--- src/rtl/mshr_pkg.sv ---
// rtl/mshr_pkg.sv - shared entry state encoding and decode helpers for the MSHR
package mshr_pkg;

  typedef enum logic [1:0] {
    ST_FREE       = 2'd0,
    ST_WAIT_ISSUE = 2'd1,
    ST_WAIT_FILL  = 2'd2,
    ST_REPLAY     = 2'd3
  } entry_state_e;

  // Only entries whose fetch is still outstanding may accept merged targets.
  function automatic logic is_pending(input entry_state_e s);
    return (s == ST_WAIT_ISSUE) || (s == ST_WAIT_FILL);
  endfunction

endpackage

--- src/rtl/mshr_free_list.sv ---
// rtl/mshr_free_list.sv - lowest-index FREE entry selection and full/empty decode
module mshr_free_list #(
  parameter int DEPTH    = 8,
  parameter int TAG_BITS = $clog2(DEPTH)
) (
  input  logic [DEPTH-1:0]    free_vec,
  output logic [TAG_BITS-1:0] free_idx,
  output logic                full,
  output logic                empty
);

  always_comb begin
    free_idx = '0;
    for (int i = DEPTH - 1; i >= 0; i--) begin
      if (free_vec[i]) free_idx = TAG_BITS'(i);
    end
  end

  assign full  = ~|free_vec;
  assign empty = &free_vec;

endmodule

--- src/rtl/mshr_merge.sv ---
// rtl/mshr_merge.sv - miss status holding registers with same-line request merging
// MSHR_MERGE_EN enables merging of up to TGT_MAX targets per entry; otherwise one target per entry.
module mshr_merge
  import mshr_pkg::*;
#(
  parameter int ADDR_BITS   = 20,
  parameter int DATA_BITS   = 90,
  parameter int CPU_ID_BITS = 2,
  parameter int LINE_BITS   = 5,
  parameter int DEPTH       = 8,
  parameter int TGT_MAX     = 4,
  parameter int TAG_BITS    = $clog2(DEPTH)
) (
  input  logic                           clk,
  input  logic                           reset,
  input  logic                           req_valid,
  output logic                           req_ready,
  input  logic [ADDR_BITS-1:0]           req_addr,
  input  logic [DATA_BITS-1:0]           req_data,
  input  logic                           req_rw,
  input  logic [CPU_ID_BITS-1:0]         req_cpu_id,
  output logic                           req_primary,
  output logic [TAG_BITS-1:0]            req_tag,
  output logic                           mem_valid,
  input  logic                           mem_ready,
  output logic [ADDR_BITS-LINE_BITS-1:0] mem_addr,
  output logic [TAG_BITS-1:0]            mem_tag,
  input  logic                           fill_valid,
  input  logic [TAG_BITS-1:0]            fill_tag,
  output logic                           rep_valid,
  input  logic                           rep_ready,
  output logic [ADDR_BITS-1:0]           rep_addr,
  output logic [DATA_BITS-1:0]           rep_data,
  output logic                           rep_rw,
  output logic [CPU_ID_BITS-1:0]         rep_cpu_id,
  output logic [TAG_BITS-1:0]            rep_tag,
  output logic                           full,
  output logic                           empty
);

  localparam int LINE_W = ADDR_BITS - LINE_BITS;
`ifdef MSHR_MERGE_EN
  localparam int TGT_EFF = TGT_MAX;
`else
  localparam int TGT_EFF = (TGT_MAX > 0) ? 1 : 1;
`endif
  localparam int CW = $clog2(TGT_EFF) + 1;
  localparam int SW = (TGT_EFF > 1) ? $clog2(TGT_EFF) : 1;

  typedef struct packed {
    logic [ADDR_BITS-1:0]   addr;
    logic [DATA_BITS-1:0]   data;
    logic                   rw;
    logic [CPU_ID_BITS-1:0] cpu_id;
  } target_t;

  entry_state_e      state [DEPTH];
  logic [LINE_W-1:0] line  [DEPTH];
  logic [CW-1:0]     cnt   [DEPTH];
  logic [CW-1:0]     rptr  [DEPTH];
  target_t           tgt   [DEPTH][TGT_EFF];

  logic [LINE_W-1:0]   req_line;
  logic [DEPTH-1:0]    free_vec, pend_hit, rep_hit, issue_vec, replay_vec;
  logic [TAG_BITS-1:0] free_idx, match_idx, issue_idx, rep_idx;
  logic                match_any, accept, alloc;
  logic                mem_lock, issue_fire, rep_fire, rep_last;
  logic [TAG_BITS-1:0] lock_tag;
  target_t             req_t, rep_t;

  assign req_line = req_addr[ADDR_BITS-1:LINE_BITS];
  assign req_t    = '{addr: req_addr, data: req_data, rw: req_rw, cpu_id: req_cpu_id};

  always_comb begin
    match_idx = '0;
    issue_idx = '0;
    rep_idx   = '0;
    for (int i = DEPTH - 1; i >= 0; i--) begin
      free_vec[i]   = (state[i] == ST_FREE);
      pend_hit[i]   = is_pending(state[i]) && (line[i] == req_line);
      rep_hit[i]    = (state[i] == ST_REPLAY) && (line[i] == req_line);
      issue_vec[i]  = (state[i] == ST_WAIT_ISSUE);
      replay_vec[i] = (state[i] == ST_REPLAY);
      if (pend_hit[i])   match_idx = TAG_BITS'(i);
      if (issue_vec[i])  issue_idx = TAG_BITS'(i);
      if (replay_vec[i]) rep_idx   = TAG_BITS'(i);
    end
  end

  mshr_free_list #(.DEPTH(DEPTH), .TAG_BITS(TAG_BITS)) u_free_list (
    .free_vec (free_vec),
    .free_idx (free_idx),
    .full     (full),
    .empty    (empty)
  );

  assign match_any = |pend_hit;

  // A line still being replayed blocks new requests so replay order cannot be overtaken.
`ifdef MSHR_MERGE_EN
  logic merge;
  assign req_ready   = !(|rep_hit) && (match_any ? (cnt[match_idx] < CW'(TGT_EFF)) : !full);
  assign req_primary = !match_any;
  assign merge       = accept && match_any;
`else
  assign req_ready   = !(|rep_hit) && !match_any && !full;
  assign req_primary = 1'b1;
`endif
  assign req_tag = match_any ? match_idx : free_idx;
  assign accept  = req_valid && req_ready;
  assign alloc   = accept && !match_any;

  // Once offered, the fetch is pinned so a lower entry allocated meanwhile cannot swap it out.
  assign mem_tag    = mem_lock ? lock_tag : issue_idx;
  assign mem_valid  = mem_lock || (|issue_vec);
  assign mem_addr   = line[mem_tag];
  assign issue_fire = mem_valid && mem_ready;

  assign rep_valid  = |replay_vec;
  assign rep_tag    = rep_idx;
  assign rep_t      = tgt[rep_idx][rptr[rep_idx][SW-1:0]];
  assign rep_addr   = rep_t.addr;
  assign rep_data   = rep_t.data;
  assign rep_rw     = rep_t.rw;
  assign rep_cpu_id = rep_t.cpu_id;
  assign rep_fire   = rep_valid && rep_ready;
  assign rep_last   = (rptr[rep_idx] + CW'(1)) == cnt[rep_idx];

  // Alloc, issue, fill and replay each act on an entry in a different state, so they never collide.
  always_ff @(posedge clk or negedge reset) begin
    if (!reset) begin
      for (int i = 0; i < DEPTH; i++) begin
        state[i] <= ST_FREE;
        line[i]  <= '0;
        cnt[i]   <= '0;
        rptr[i]  <= '0;
      end
      mem_lock <= 1'b0;
      lock_tag <= '0;
    end else begin
      if (alloc) begin
        state[free_idx] <= ST_WAIT_ISSUE;
        line[free_idx]  <= req_line;
        cnt[free_idx]   <= CW'(1);
        rptr[free_idx]  <= '0;
      end
`ifdef MSHR_MERGE_EN
      if (merge) cnt[match_idx] <= cnt[match_idx] + CW'(1);
`endif
      if (issue_fire) state[mem_tag] <= ST_WAIT_FILL;
      if (fill_valid && (state[fill_tag] == ST_WAIT_FILL)) state[fill_tag] <= ST_REPLAY;
      if (rep_fire) begin
        if (rep_last) begin
          state[rep_idx] <= ST_FREE;
          cnt[rep_idx]   <= '0;
          rptr[rep_idx]  <= '0;
        end else begin
          rptr[rep_idx] <= rptr[rep_idx] + CW'(1);
        end
      end
      if (issue_fire) begin
        mem_lock <= 1'b0;
      end else if (mem_valid) begin
        mem_lock <= 1'b1;
        lock_tag <= mem_tag;
      end
    end
  end

  always_ff @(posedge clk) begin
    if (alloc) tgt[free_idx][0] <= req_t;
`ifdef MSHR_MERGE_EN
    if (merge) tgt[match_idx][cnt[match_idx][SW-1:0]] <= req_t;
`endif
  end

endmodule

--- config.mk ---
export PLATFORM = sky130hd
export DESIGN_NAME = mshr_merge
export DESIGN_NICKNAME = d
export VERILOG_FILES = /design/src/rtl/mshr_pkg.sv /design/src/rtl/mshr_free_list.sv /design/src/rtl/mshr_merge.sv
export SDC_FILE = /design/constraint.sdc
export NUM_CORES = 1
export LEC_CHECK = 0
export CELL_PAD_IN_SITES_DETAIL_PLACEMENT = 1
export CELL_PAD_IN_SITES_GLOBAL_PLACEMENT = 1
export CORE_ASPECT_RATIO = 1.5
export CORE_MARGIN = 2
export CORE_UTILIZATION = 50
export CTS_CLUSTER_DIAMETER = 30
export DETAILED_ROUTE_END_ITERATION = 16
export MAX_ROUTING_LAYER = met4
export PLACE_DENSITY_LB_ADDON = 0.1
export SLEW_MARGIN = 20
export SYNTH_ARGS = -nofsm -noshare
export SYNTH_HDL_FRONTEND = slang
export SYNTH_HIERARCHICAL = 1
export SYNTH_SLANG_ARGS = --single-unit
--- constraint.sdc ---
create_clock -name clk -period 4.25 [get_ports clk]
set_input_delay 0.85 -clock clk [delete_from_list [all_inputs] [get_ports clk]]
set_output_delay 0.85 -clock clk [all_outputs]
set_load 0.05 [all_outputs]
Word-level counts from Yosys, hierarchy flattened
Memory sizes are Yosys's and may differ from the RTL's.
Index checks and enable logic that the tools add are counted.
Cells by class
  mux-type cells: 78
  reductions and logical operators: 55
  bitwise logic cells: 20
  equal/unequal tests: 34
  $add $sub $neg: 1
  order comparisons: 9
Operators with widths (count)
  120-bit bitwise mux: 1
  15-bit == test: 8
  113-bit 2-to-1 mux: 1
  3-bit 2-to-1 mux: 34
  16-bit 2-to-1 mux: 5
  8-bit 2-to-1 mux: 6
  15-bit binary-select mux with 3-bit select: 1
  15-bit demux with 3-bit select: 1
  15-bit 2-to-1 mux: 3
  8-bit AND: 5
  8-bit OR reduction: 5
  2-bit == test (second input constant): 17
  8-bit NOT: 4
  1-bit logical AND: 27
  2-bit demux with 3-bit select: 4
  8-bit bitwise OR: 3
  16-bit AND: 1
  2-bit by 1-bit == test with 1-bit output (second input constant): 8
  4-bit >= comparator (second input constant): 4
  2-bit logical NOT: 8
  4-bit by 1-bit less-than comparator with 1-bit output (second input constant): 4
  16-bit NOT: 1
  3-bit NOT with 4-bit output: 4
  16-bit bitwise OR: 1
  15 further kinds: 41
Word-level totals
  output and inout bits: 143
  word-level logic and storage cells: 232
  memories kept: 1
  input port bits: 122
  bits in writable memories: 904
  flip-flop bits (word level): 156
Memory list
  tgt: words 8, bits a word 113, rd ports 1, clocked after Yosys merged registers in 0, wr ports 1, RTL line mshr_merge.sv:61  | target_t tgt [DEPTH][TGT_EFF];

Logic depth before layout (Yosys ltp)
Gate-level depths: netlist of the first run.
  word-level depth: 24
  depth in mapped cells: 13
  gate-level depth less buffers: 10

Cells and area by module
Netlist of the first run, hierarchy kept.
By module, submodules not included
  mshr_merge: sequential area each 31049.8 µm², area each 43148.9 µm², cells each 2839, times used 1
  mshr_free_list: sequential area each 0.0 µm², area each 102.6 µm², cells each 17, times used 1

Least setup slack after synthesis of the first run
Ideal clock, no wire load.
  path type: register to output
  start point: register state[2] (netlist name)
  end point: output rep_addr[10]
  data required time: 3.400 ns
  path buffers: 2
  data arrival time: 3.693 ns
  cell stages (with the launch flop): 10
  path slack: -0.293 ns
  path through: dfrtp_1 -> ha_1 -> nand2b_1 -> a211oi_4 -> a21oi_1 -> clkinv_1 -> buf_2 -> buf_1 -> mux2i_1 -> o21ai_0
On the way
  word-level cells in the longest chain between the ends: 10
RTL lines
  from (decl): RTL line mshr_merge.sv:57  | entry_state_e state [DEPTH];
  from (signal, indexed assignment): RTL line mshr_merge.sv:133  | state[i] <= ST_FREE;
  from (signal, indexed assignment): RTL line mshr_merge.sv:142  | state[free_idx] <= ST_WAIT_ISSUE;
  from (signal, indexed assignment): RTL line mshr_merge.sv:150  | if (issue_fire) state[mem_tag] <= ST_WAIT_FILL;
  2-bit == test: RTL line mshr_merge.sv:83  | replay_vec[i] = (state[i] == ST_REPLAY);
  3-bit 2-to-1 mux (7 in a row): RTL line mshr_merge.sv:86  | if (replay_vec[i]) rep_idx = TAG_BITS'(i);
  named net rep_tag[0]: RTL line mshr_merge.sv:36  | output logic [TAG_BITS-1:0] rep_tag,
  memory 8 x 113 bit
  113-bit 2-to-1 mux (not written as such): RTL line mshr_merge.sv:121  | assign rep_t = tgt[rep_idx][rptr[rep_idx][SW-1:0]];
  to (decl): RTL line mshr_merge.sv:32  | output logic [ADDR_BITS-1:0] rep_addr,
The timed path passes the listed nets, and every way through them passes these cells. The select of a mux whose other input is x is not followed.

Worst setup path in the final report of the first run
  start point: register state[2] (netlist name)
  end point: output rep_data[26]
On the way
  word-level cells in the longest chain between the ends: 10
RTL lines
  2-bit == test: RTL line mshr_merge.sv:83
  3-bit 2-to-1 mux (7 in a row): RTL line mshr_merge.sv:86
  memory 8 x 113 bit
  113-bit 2-to-1 mux (not written as such): RTL line mshr_merge.sv:121
  to (decl): RTL line mshr_merge.sv:33  | output logic [DATA_BITS-1:0] rep_data,
Every way passes these cells. The select of a mux whose other input is x is not followed.

==> results.toml, run 1 <==
[status]
outcome = "complete, but fails checks"
violations = "setup timing"

[setup_path]
critPathKind = "reg2out"
endpoint_kind = "output pin"
path_common_cell = "buf_12"
critPathLaunchType = "flip-flop"
worst-path-buf-inv = 6
cp.required_ns = 3.40
worstPathArrival_ns = 3.71
critPathMaxStageDelay_ns = 0.46
crit_path_top_delay_cell = "dfrtp_2"
crit_chain = "ha_4 > nand2b_4 > a211oi_4 > a21oi_4 > clkinv_4 > buf_6 > nor2_4 > buf_12 > bufbuf_16 > a221oi_4 > o21ai_1 > buf_4 > buf_12"
worstPathMaxFanout = 10
critical_path.top_delay_family = "buffers and inverters"

[floorplanning]
initial_utilization = 0.503
core_um2 = 86000
row_count = 132
die_w_um = 244
fp.dieH_um = 364
io_pins = 265
die-area_um2 = 88900

[global_routing]
grt_max_degree = 69
grt_busiest_layer = "met2"
grt_pass1_wl_um = 234000
grt_pass1_vias = 32900
antenna_found_initial = 7
grtUsageMet1 = 0.427
grt_overflow = 0
met3_usage = 0.0660
grt_util_met2 = 0.661
grt_use_total = 0.379

[timing]
holdWs_ns = 0.0228
finalCritPeriodShare = 1.07
drv_slew = 0
hold_viol_final = 0
fmax_mhz = 219
setup_ws_ns = -0.312
worstMarginPinSlew_ns = 0.926
setup_violations = 129
rsz0062_at_grt = "true"
period_minus_slack_ns = 4.56
skew_ns = 0.0602
slew_headroom = 0.381

[synth]
synth_edf_count = 904
postSynth.asyncResetShare = 0.147
yosysTopAreaCell = "edfxtp_1"
synth_top_area_share = 0.628
synth_fa_ha_area_frac = 0.00694
ys.flop_type = "edfxtp_1"
yosysSeqAreaShare = 0.718
synth.mux.area_fraction = 0.0776
synth.cell_area_um2 = 43300
synth_xor_area_frac = 0.0245
synth-seq-cells = 1060
synth_top_family_by_area = "compound AO/OA/AOI/OAI gates"
yosys-top-cells-area = "edfxtp_1, dfrtp_1, mux2i_1"
yosysUniqueCellTypes = 68
synth-compound-area-share = 0.0892
syn_avg_cell_area_um2 = 15.1
syn_inst = 2856
synthSimpleGateAreaFrac = 0.0608
ys_warn_count = 6
synth_fp_nets = 3002

[place]
hpwl_um = 87200
globalplace.congestion = 0.940
dpl.cell_count = 4327
portBuffers = 263
placed_cell_area_um2 = 50800

[final_layout]
utilization = 0.719
layout-drive-gt1-share = 0.365
fin_nets = 3682
stdcell_count = 4816
design_area_um2 = 61900
syn2layout_area_growth_pct = 43.0

[clock_tree]
cts_htree_levels = 4
cts_buffers = 149
cts_tree = "yes"
ctsHoldBuffers = 0
clock_path_buffers = 3
cts_num_sinks = 1060
root_buffer = "clkbuf_16"
clk_latency_ns = 0.80
clkSlewWorstSetupHoldPaths_ns = 0.06

[routing]
drc = 0
antenna_left = 0
dr.pass1.iters = 6
avgViaCountPerCell = 6.91
avgRoutedWirePerCell_um = 41.3
drtIter0Drc = 4383
wl_um = 199000
num_vias = 33300

[hold_path]
hp-class = "in2async"

[job]
drv_cap = 0
==> final cells by class <==
class | instances | area, um^2
antenna | 14 | 35.0
multi-input combinational | 1582 | 13900
timing repair buffer | 716 | 10100
fill | 6961 | 24200
clock buffer | 173 | 4000
sequential | 1060 | 31100
clock inverter | 105 | 1250
inverter | 27 | 116
tap | 1139 | 1430
==> metal layers <==
metal  wire length (um)  part of all wire
met4              15000             0.075
met1              65800              0.33
met2              99500              0.50
met3              18600             0.093
met5                  0                 0
==> placed cells by master (no fill, tap or decap), types with 14 or more instances in the layout <==
cell type        count
mux2_4              15
clkinv_4            15
o21ai_1             17
mux2i_2             22
mux2_1              24
nand4_1             43
a21oi_2             60
nand3_1             15
a221oi_4            39
nand2_1            320
a21oi_4             36
a221o_1             88
clkdlybuf4s50_1    123
a21oi_1            117
clkinvlp_4          16
clkinv_2            16
o21ai_2             41
clkbuf_16          187
nor2_1              29
or3_4               27
bufinv_16           17
mux2_2              99
edfxtp_1           904
mux2i_1            149
buf_12             226
diode_2             14
buf_6               49
inv_1               22
o211ai_1            32
buf_4              229
xnor2_1            111
nand2_2             27
inv_6               22
buf_8               15
a221oi_2            18
dfrtp_1            145
a222oi_1            30
buf_16              31
==> sequential cells by signal, indices dropped and copies added (netlist names) <==
signal    cells
state        16
lock_tag      3
cnt           8
rptr          8
mem_lock      1
tgt         904
line        120
==> cells in the mapped netlist (3+ instances only) <==
| library cell | instances |
|---|---|
| mux2_2 | 114 |
| or3_1 | 30 |
| edfxtp_1 | 904 |
| mux2i_1 | 180 |
| buf_1 | 11 |
| o21ai_0 | 65 |
| buf_2 | 18 |
| o22ai_1 | 11 |
| o31a_1 | 6 |
| a222oi_1 | 30 |
| o21a_1 | 3 |
| buf_4 | 43 |
| or4_1 | 4 |
| nor2b_1 | 7 |
| o32ai_1 | 6 |
| nand3_1 | 15 |
| o21ai_1 | 3 |
| nor4_2 | 5 |
| a21oi_1 | 213 |
| and4_1 | 3 |
| o22a_1 | 10 |
| mux2_1 | 24 |
| nor4b_1 | 4 |
| dfrtp_1 | 156 |
| nand2_1 | 360 |
| nor2_1 | 35 |
| nor3b_1 | 9 |
| xnor2_1 | 121 |
| o211ai_1 | 32 |
| ha_1 | 24 |
| clkbuf_1 | 116 |
| nand2b_1 | 7 |
| inv_1 | 24 |
| nand4_1 | 43 |
| or2_2 | 3 |
| nor4_1 | 18 |
| a221o_1 | 88 |
| nor3_1 | 8 |
| a221oi_1 | 60 |
| a31oi_1 | 3 |
==> worst paths after layout <==
path | start | end | slack [ns] | depth (start not counted)
worst max-delay path | state[2] | rep_data[26] | -0.31 | 13
worst min-delay path | reset | line[18] | 0.02 | 1
worst max register to register | state[3] | tgt[4][69] | 0.50 | 12
worst min register to register | lock_tag[1] | lock_tag[1] | 0.51 | 1
max in group asynchronous | reset | state[14] | 3.00 | 2
min in group clk | lock_tag[1] | lock_tag[1] | 0.51 | 1
==> metrics by stage <==
step | setup slack [ns] | TNS (ns)
3_5_place_dp | -0.364 | -142.72
6_report | -0.312 | -15.78
4_1_cts | -0.127 | -3.63
2_1_floorplan | 0.0737 | 0
3_3_place_gp | -0.429 | -74.88
5_1_grt | -0.316 | -19.87
==> logic make-up after synthesis <==
kind of cell    Yosys count
simple gates            567
flops                  1060
mux                     318
buf+inv                 215
compound gates          550
xor+xnor                121
other cells               1
fa+ha+maj                24
==> timing repair <==
item | in CTS | in global routing
resized for setup | 354 | 356
pin swaps | 27 | 89
setup buffers | 88 | 68
setup endpoints to repair | 135 | 125
gates cloned | 29 | 25
Power of run 1 is left out: the tool's default activity adds up to more than one toggle a clock period on the data nets, which glitch-free logic cannot reach.
==> inputs of run 2 (changes only) <==
CORE_ASPECT_RATIO = unset   (was 1.5)
==> run 2 against run 1 <==
  * The flow still finishes with violations (setup timing)
  * Largest cell class unchanged
  * Core utilization shrank 0.58 points
  * Routed wire length shrank 7.9%
  * Highest routed layer unchanged
  * Worst setup slack lost 0.0037 ns
  * Design area shrank 1.5%
  * Non-clock buffer count shrank 167
  * Fmax is essentially flat
  * Sequential share of layout area grew 0.78 points
==> results.toml, run 2 (synthesized netlist as in run 1, its figures left out) <==
[global_routing]
antenna_found_initial = 5
grt_pass1_wl_um = 228000
grt_max_degree = 82
grt_pass1_vias = 32400
grt_overflow = 0
grt_use_total = 0.362

[final_layout]
syn2layout_area_growth_pct = 40.8
register_area_um2 = 31100
multi_input_area_um2 = 13100
fin_nets = 3571
fill_cells = 7069
regMostFlops = "tgt"
mostFrequentLayoutCell = "edfxtp_1"
layout-drive-gt1-share = 0.329
largestRegisters = "tgt: 904 flops, line: 120 flops, state: 16 flops"
final_cell_mix = "edfxtp_1, nand2_1, clkbuf_16"
largest_reg_flops = 904

[timing]
rsz0062_at_grt = "true"
drv_slew = 0
hold_viol_final = 0
skew_ns = 0.0597
finalCritPeriodShare = 1.07
fmax_mhz = 219
setup_ws_ns = -0.316
worstMarginPinSlew_ns = 1.00
slew_headroom = 0.327
setup_violations = 113
period_minus_slack_ns = 4.57

[routing]
antenna_left = 0
drc = 0
wl_um = 183000
drtIter0Drc = 3930
num_vias = 32000
avgRoutedWirePerCell_um = 38.5
dr.pass1.iters = 8
avgViaCountPerCell = 6.73

[clock_tree]
cts_buffers = 205
ctsHoldBuffers = 0
cts_tree = "yes"
clkSlewWorstSetupHoldPaths_ns = 0.05
cts_htree_levels = 4
clock_path_buffers = 3
clk_latency_ns = 0.84
cts_num_sinks = 1060
root_buffer = "clkbuf_16"

[floorplanning]
initial_utilization = 0.506
die-area_um2 = 88900
io_pins = 265
row_count = 107
core_um2 = 85400
die_w_um = 298
fp.dieH_um = 298

[setup_path]
critPathLaunchType = "flip-flop"
critPathKind = "reg2out"
r2r_slack_ns = 0.17
r2r_end = "state[12]"
rr_startpoint = "state[12]"
worstPathArrival_ns = 3.72
cp.required_ns = 3.40
worstPathMaxFanout = 13
r2r_cells = 12
endpoint_kind = "output pin"

[place]
post-place-ws_ns = -0.170
hpwl_um = 82800
globalplace.congestion = 0.929
portBuffers = 263

[hold_path]
hp-class = "in2async"

[job]
drv_cap = 0

[status]
outcome = "complete, but fails checks"
violations = "setup timing"
## run 2: changes by cell type in the layout (fill, tap and decap cells not counted), sizes merged, moves of 4 or more
cell / change
buf: -165
clkbuf: +76
diode: -6
clkinv: +21
bufinv: +5
inv: +4
## run 2: worst max path at each step
stage	slack, ns	startpoint	cells after the start	end
after CTS	-0.10	state[11]	10	rep_data[56]
after global routing	-0.36	state[3]	10	rep_data[24]
final	-0.32	state[3]	10	rep_data[82]
after floorplan	0.07	state[2]	9	rep_addr[10]
after detailed placement	-0.17	req_addr[13]	10	req_tag[2]
after global placement	-0.27	req_addr[15]	10	req_tag[2]
## run 2: timing repair
action / 4_1_cts / 5_1_grt
gates resized for setup: 306 / 227
gates cloned: 17 / 17
buffers inserted: 48 / 33
pin swaps: 16 / 36
endpoints found under the setup margin: 136 / 132
## run 2: cell type report
| cell class | count | share of cell area |
|---|---|---|
| well taps | 1144 | 0.0235 |
| repair buffers | 549 | 0.133 |
| inverters | 27 | 0.00203 |
| clock buffers | 248 | 0.0882 |
| flip-flops and latches | 1060 | 0.510 |
| multi-input cells | 1582 | 0.215 |
| clock inverters | 138 | 0.0283 |
| diodes | 8 | 0.000329 |
## run 2: metal layers
metal / vias to the layer above / part of all wire / GRT usage
met5: - / 0 / -
met4: 0 / 0.052 / 0.141
met3: 651 / 0.088 / 0.0609
met2: 2575 / 0.50 / 0.606
met1: 16500 / 0.36 / 0.442
li1: 12300 / - / -
## run 2: metrics by stage
stage	TNS [ns]	hold WS, ns	instances	util	cell area (um^2)
finish	-18.11	0.102	4756	0.713	60900
CTS	-2.55	0.139	4705	0.695	59400
floorplan	0	0.460	2856	-	43300
global placement	-1.12	0.480	4257	0.588	50200
detailed placement	-3.87	0.484	4257	0.588	50200
global route	-23.06	0.153	4752	0.713	60900
## run 2: worst max-delay path, cell delays in order (launching register included)
cell      delay, ns
dfrtp_1        0.41
ha_2           0.20
nand2b_4       0.17
a211oi_4       0.54
a21oi_4        0.19
inv_8          0.18
nor2_4         0.07
buf_4          0.24
a221oi_1       0.48
o21ai_1        0.21
buf_12         0.20
Power of run 2 is left out for the same reason.
==> variant, RTL diff (settings of run 1) <==
`DEPTH` is set to 8 in 2 places; all go to 4.
--- a/src/rtl/mshr_free_list.sv
+++ b/src/rtl/mshr_free_list.sv
@@ -1,6 +1,6 @@
 // rtl/mshr_free_list.sv - lowest-index FREE entry selection and full/empty decode
 module mshr_free_list #(
-  parameter int DEPTH    = 8,
+  parameter int DEPTH    = 4,
   parameter int TAG_BITS = $clog2(DEPTH)
 ) (
   input  logic [DEPTH-1:0]    free_vec,
--- a/src/rtl/mshr_merge.sv
+++ b/src/rtl/mshr_merge.sv
@@ -7,7 +7,7 @@
   parameter int DATA_BITS   = 90,
   parameter int CPU_ID_BITS = 2,
   parameter int LINE_BITS   = 5,
-  parameter int DEPTH       = 8,
+  parameter int DEPTH       = 4,
   parameter int TGT_MAX     = 4,
   parameter int TAG_BITS    = $clog2(DEPTH)
 ) (
Interface: changed (resized fill_tag, mem_tag, rep_tag and req_tag); port bits go from 265 to 261. The function was not compared with the original's and may differ.
==> variant against run 1 <==
Cell area down 57%. Setup slack improved by 0.42 ns. Synthesized area shrank 52%. Critical path depth fell by 5. Sequential cell count down 529. Wire length shrank 71%. Sequential share of layout area increased by 7.8 points. First-iteration DRC count shrank 70%. Critical endpoint is now mem_addr[4].
Power is not shown: default switching activity piles up to over one toggle a cycle in this logic, so the estimate is an artifact.
==> variant: results (changes against run 1) <==
| Metric | Value |
|---|---|
| GR Util All Layers | 27.4% (was 37.9%) |
| Pre-CTS setup slack | 0.187 ns (was -0.364 ns) |
| Total Wirelength | 57600 um (was 199000 um) |
| Compound-Gate Fraction of Synth Area | 7.20% (was 8.92%) |
| Cells after Synth | 1306 (was 2856) |
| Top Registers | tgt: 452 flops, line: 60 flops, state: 8 flops (was tgt: 904 flops, line: 120 flops, state: 16 flops) |
| Placer Congestion | 0.928 (was 0.940) |
| Worst reg-to-reg setup slack | 1.06 ns (was 0.50 ns) |
| Met3 Track Usage GR | 5.45% (was 6.60%) |
| Fraction of layout cells with a size suffix above 1 | 21.8% (was 36.5%) |
| Register area share after synthesis | 74.9% (was 71.8%) |
| Ys async rst share | 14.9% (was 14.7%) |
| Placed Instance Area | 24100 um2 (was 50800 um2) |
| R2R Path Start | state[1]$_DFF_PN0_ (was state[3]$_DFF_PN0_) |
| Reg2reg path depth | 10 (was 12) |
| Routed length per placed instance | 25.7 um (was 41.3 um) |
| Beginning of the critical path | state[5]$_DFF_PN0_ (was state[2]$_DFF_PN0_) |
| CP Max Fanout | 34 (was 10) |
| Drt first pass iters | 8 (was 6) |
| Synth area leaders | edfxtp_1 65%, dfrtp_1 9.5%, a222oi_1 5.5% (was edfxtp_1 63%, dfrtp_1 9.0%, mux2i_1 4.2%) |
| CTS H-tree depth | 3 (was 4) |
| Synth unique cells | 57 (was 68) |
| Outcome | finished, final reports clean (was finished with violations) |
| Setup crit end | mem_addr[4] (was rep_data[26]) |
| Mapped Nets | 1439 (was 3002) |
| Clk_lat worst skew | 0.61 ns (was 0.80 ns) |
| PortBufs | 259 (was 263) |
| Critical path's largest stage delay | 0.70 ns (was 0.46 ns) |
| GRT met2 Usage | 48.0% (was 66.1%) |
| Clock Skews | 0.0201 ns (was 0.0602 ns) |
| HPWL after DPL | 34900 um (was 87200 um) |
| Reg2reg end | state[0]$_DFF_PN0_ (was tgt[4][69]$_DFFE_PP_) |
| Met1 Use GR | 31.6% (was 42.7%) |
| DR vias/cell | 5.77 (was 6.91) |
| Post-synthesis adder-cell area fraction | 0.723% (was 0.694%) |
| Worst setup margin | 0.106 ns (was -0.312 ns) |
| CTS Buf Count | 78 (was 149) |
| DR WL met2 | 31100 um (was 99500 um) |
| Initial antenna violation count | 3 (was 7) |
| Routed wl met3 | 3510 um (was 18600 um) |
| Nets@finish | 1752 (was 3682) |
| Post-synth top cells | 452 x edfxtp_1, 239 x nand2_1, 114 x a222oi_1, 79 x dfrtp_1, 76 x mux2_2 (was 904 x edfxtp_1, 360 x nand2_1, 213 x a21oi_1, 180 x mux2i_1, 156 x dfrtp_1) |
| Drt first-iter violations | 1315 (was 4383) |
| Dpl cells | 2095 (was 4327) |
variant: cell types whose count changed after synthesis, sizes merged, moves of 59 or more:
| cell | change |
|---|---|
| a221o | -87 |
| xnor2 | -105 |
| mux2 | -62 |
| edfxtp | -452 |
| a21oi | -182 |
| a222oi | +84 |
| clkbuf | -67 |
| a221oi | -59 |
| nand2 | -122 |
| mux2i | -165 |
| dfrtp | -77 |
| o21ai | -66 |
variant: timing repair:
item / 4_1_cts / 5_1_grt
buffers inserted: 0 / 1
gates resized for setup: 45 / 13
hold buffers: 0 / 0
setup endpoints to repair: 45 / 17
gates cloned: 0 / 1
pin swaps: 0 / 1
variant: cell type report:
cell class | instances | area [um2]
Inverter | 22 | 98.8
Sequential cell | 531 | 15500
Clock buffer | 88 | 2000
Timing Repair Buffer | 315 | 3020
Multi-Input combinational cell | 671 | 4770
Fill cell | 3660 | 14300
Tap cell | 558 | 698
Antenna cell | 3 | 7.51
Clock inverter | 57 | 663
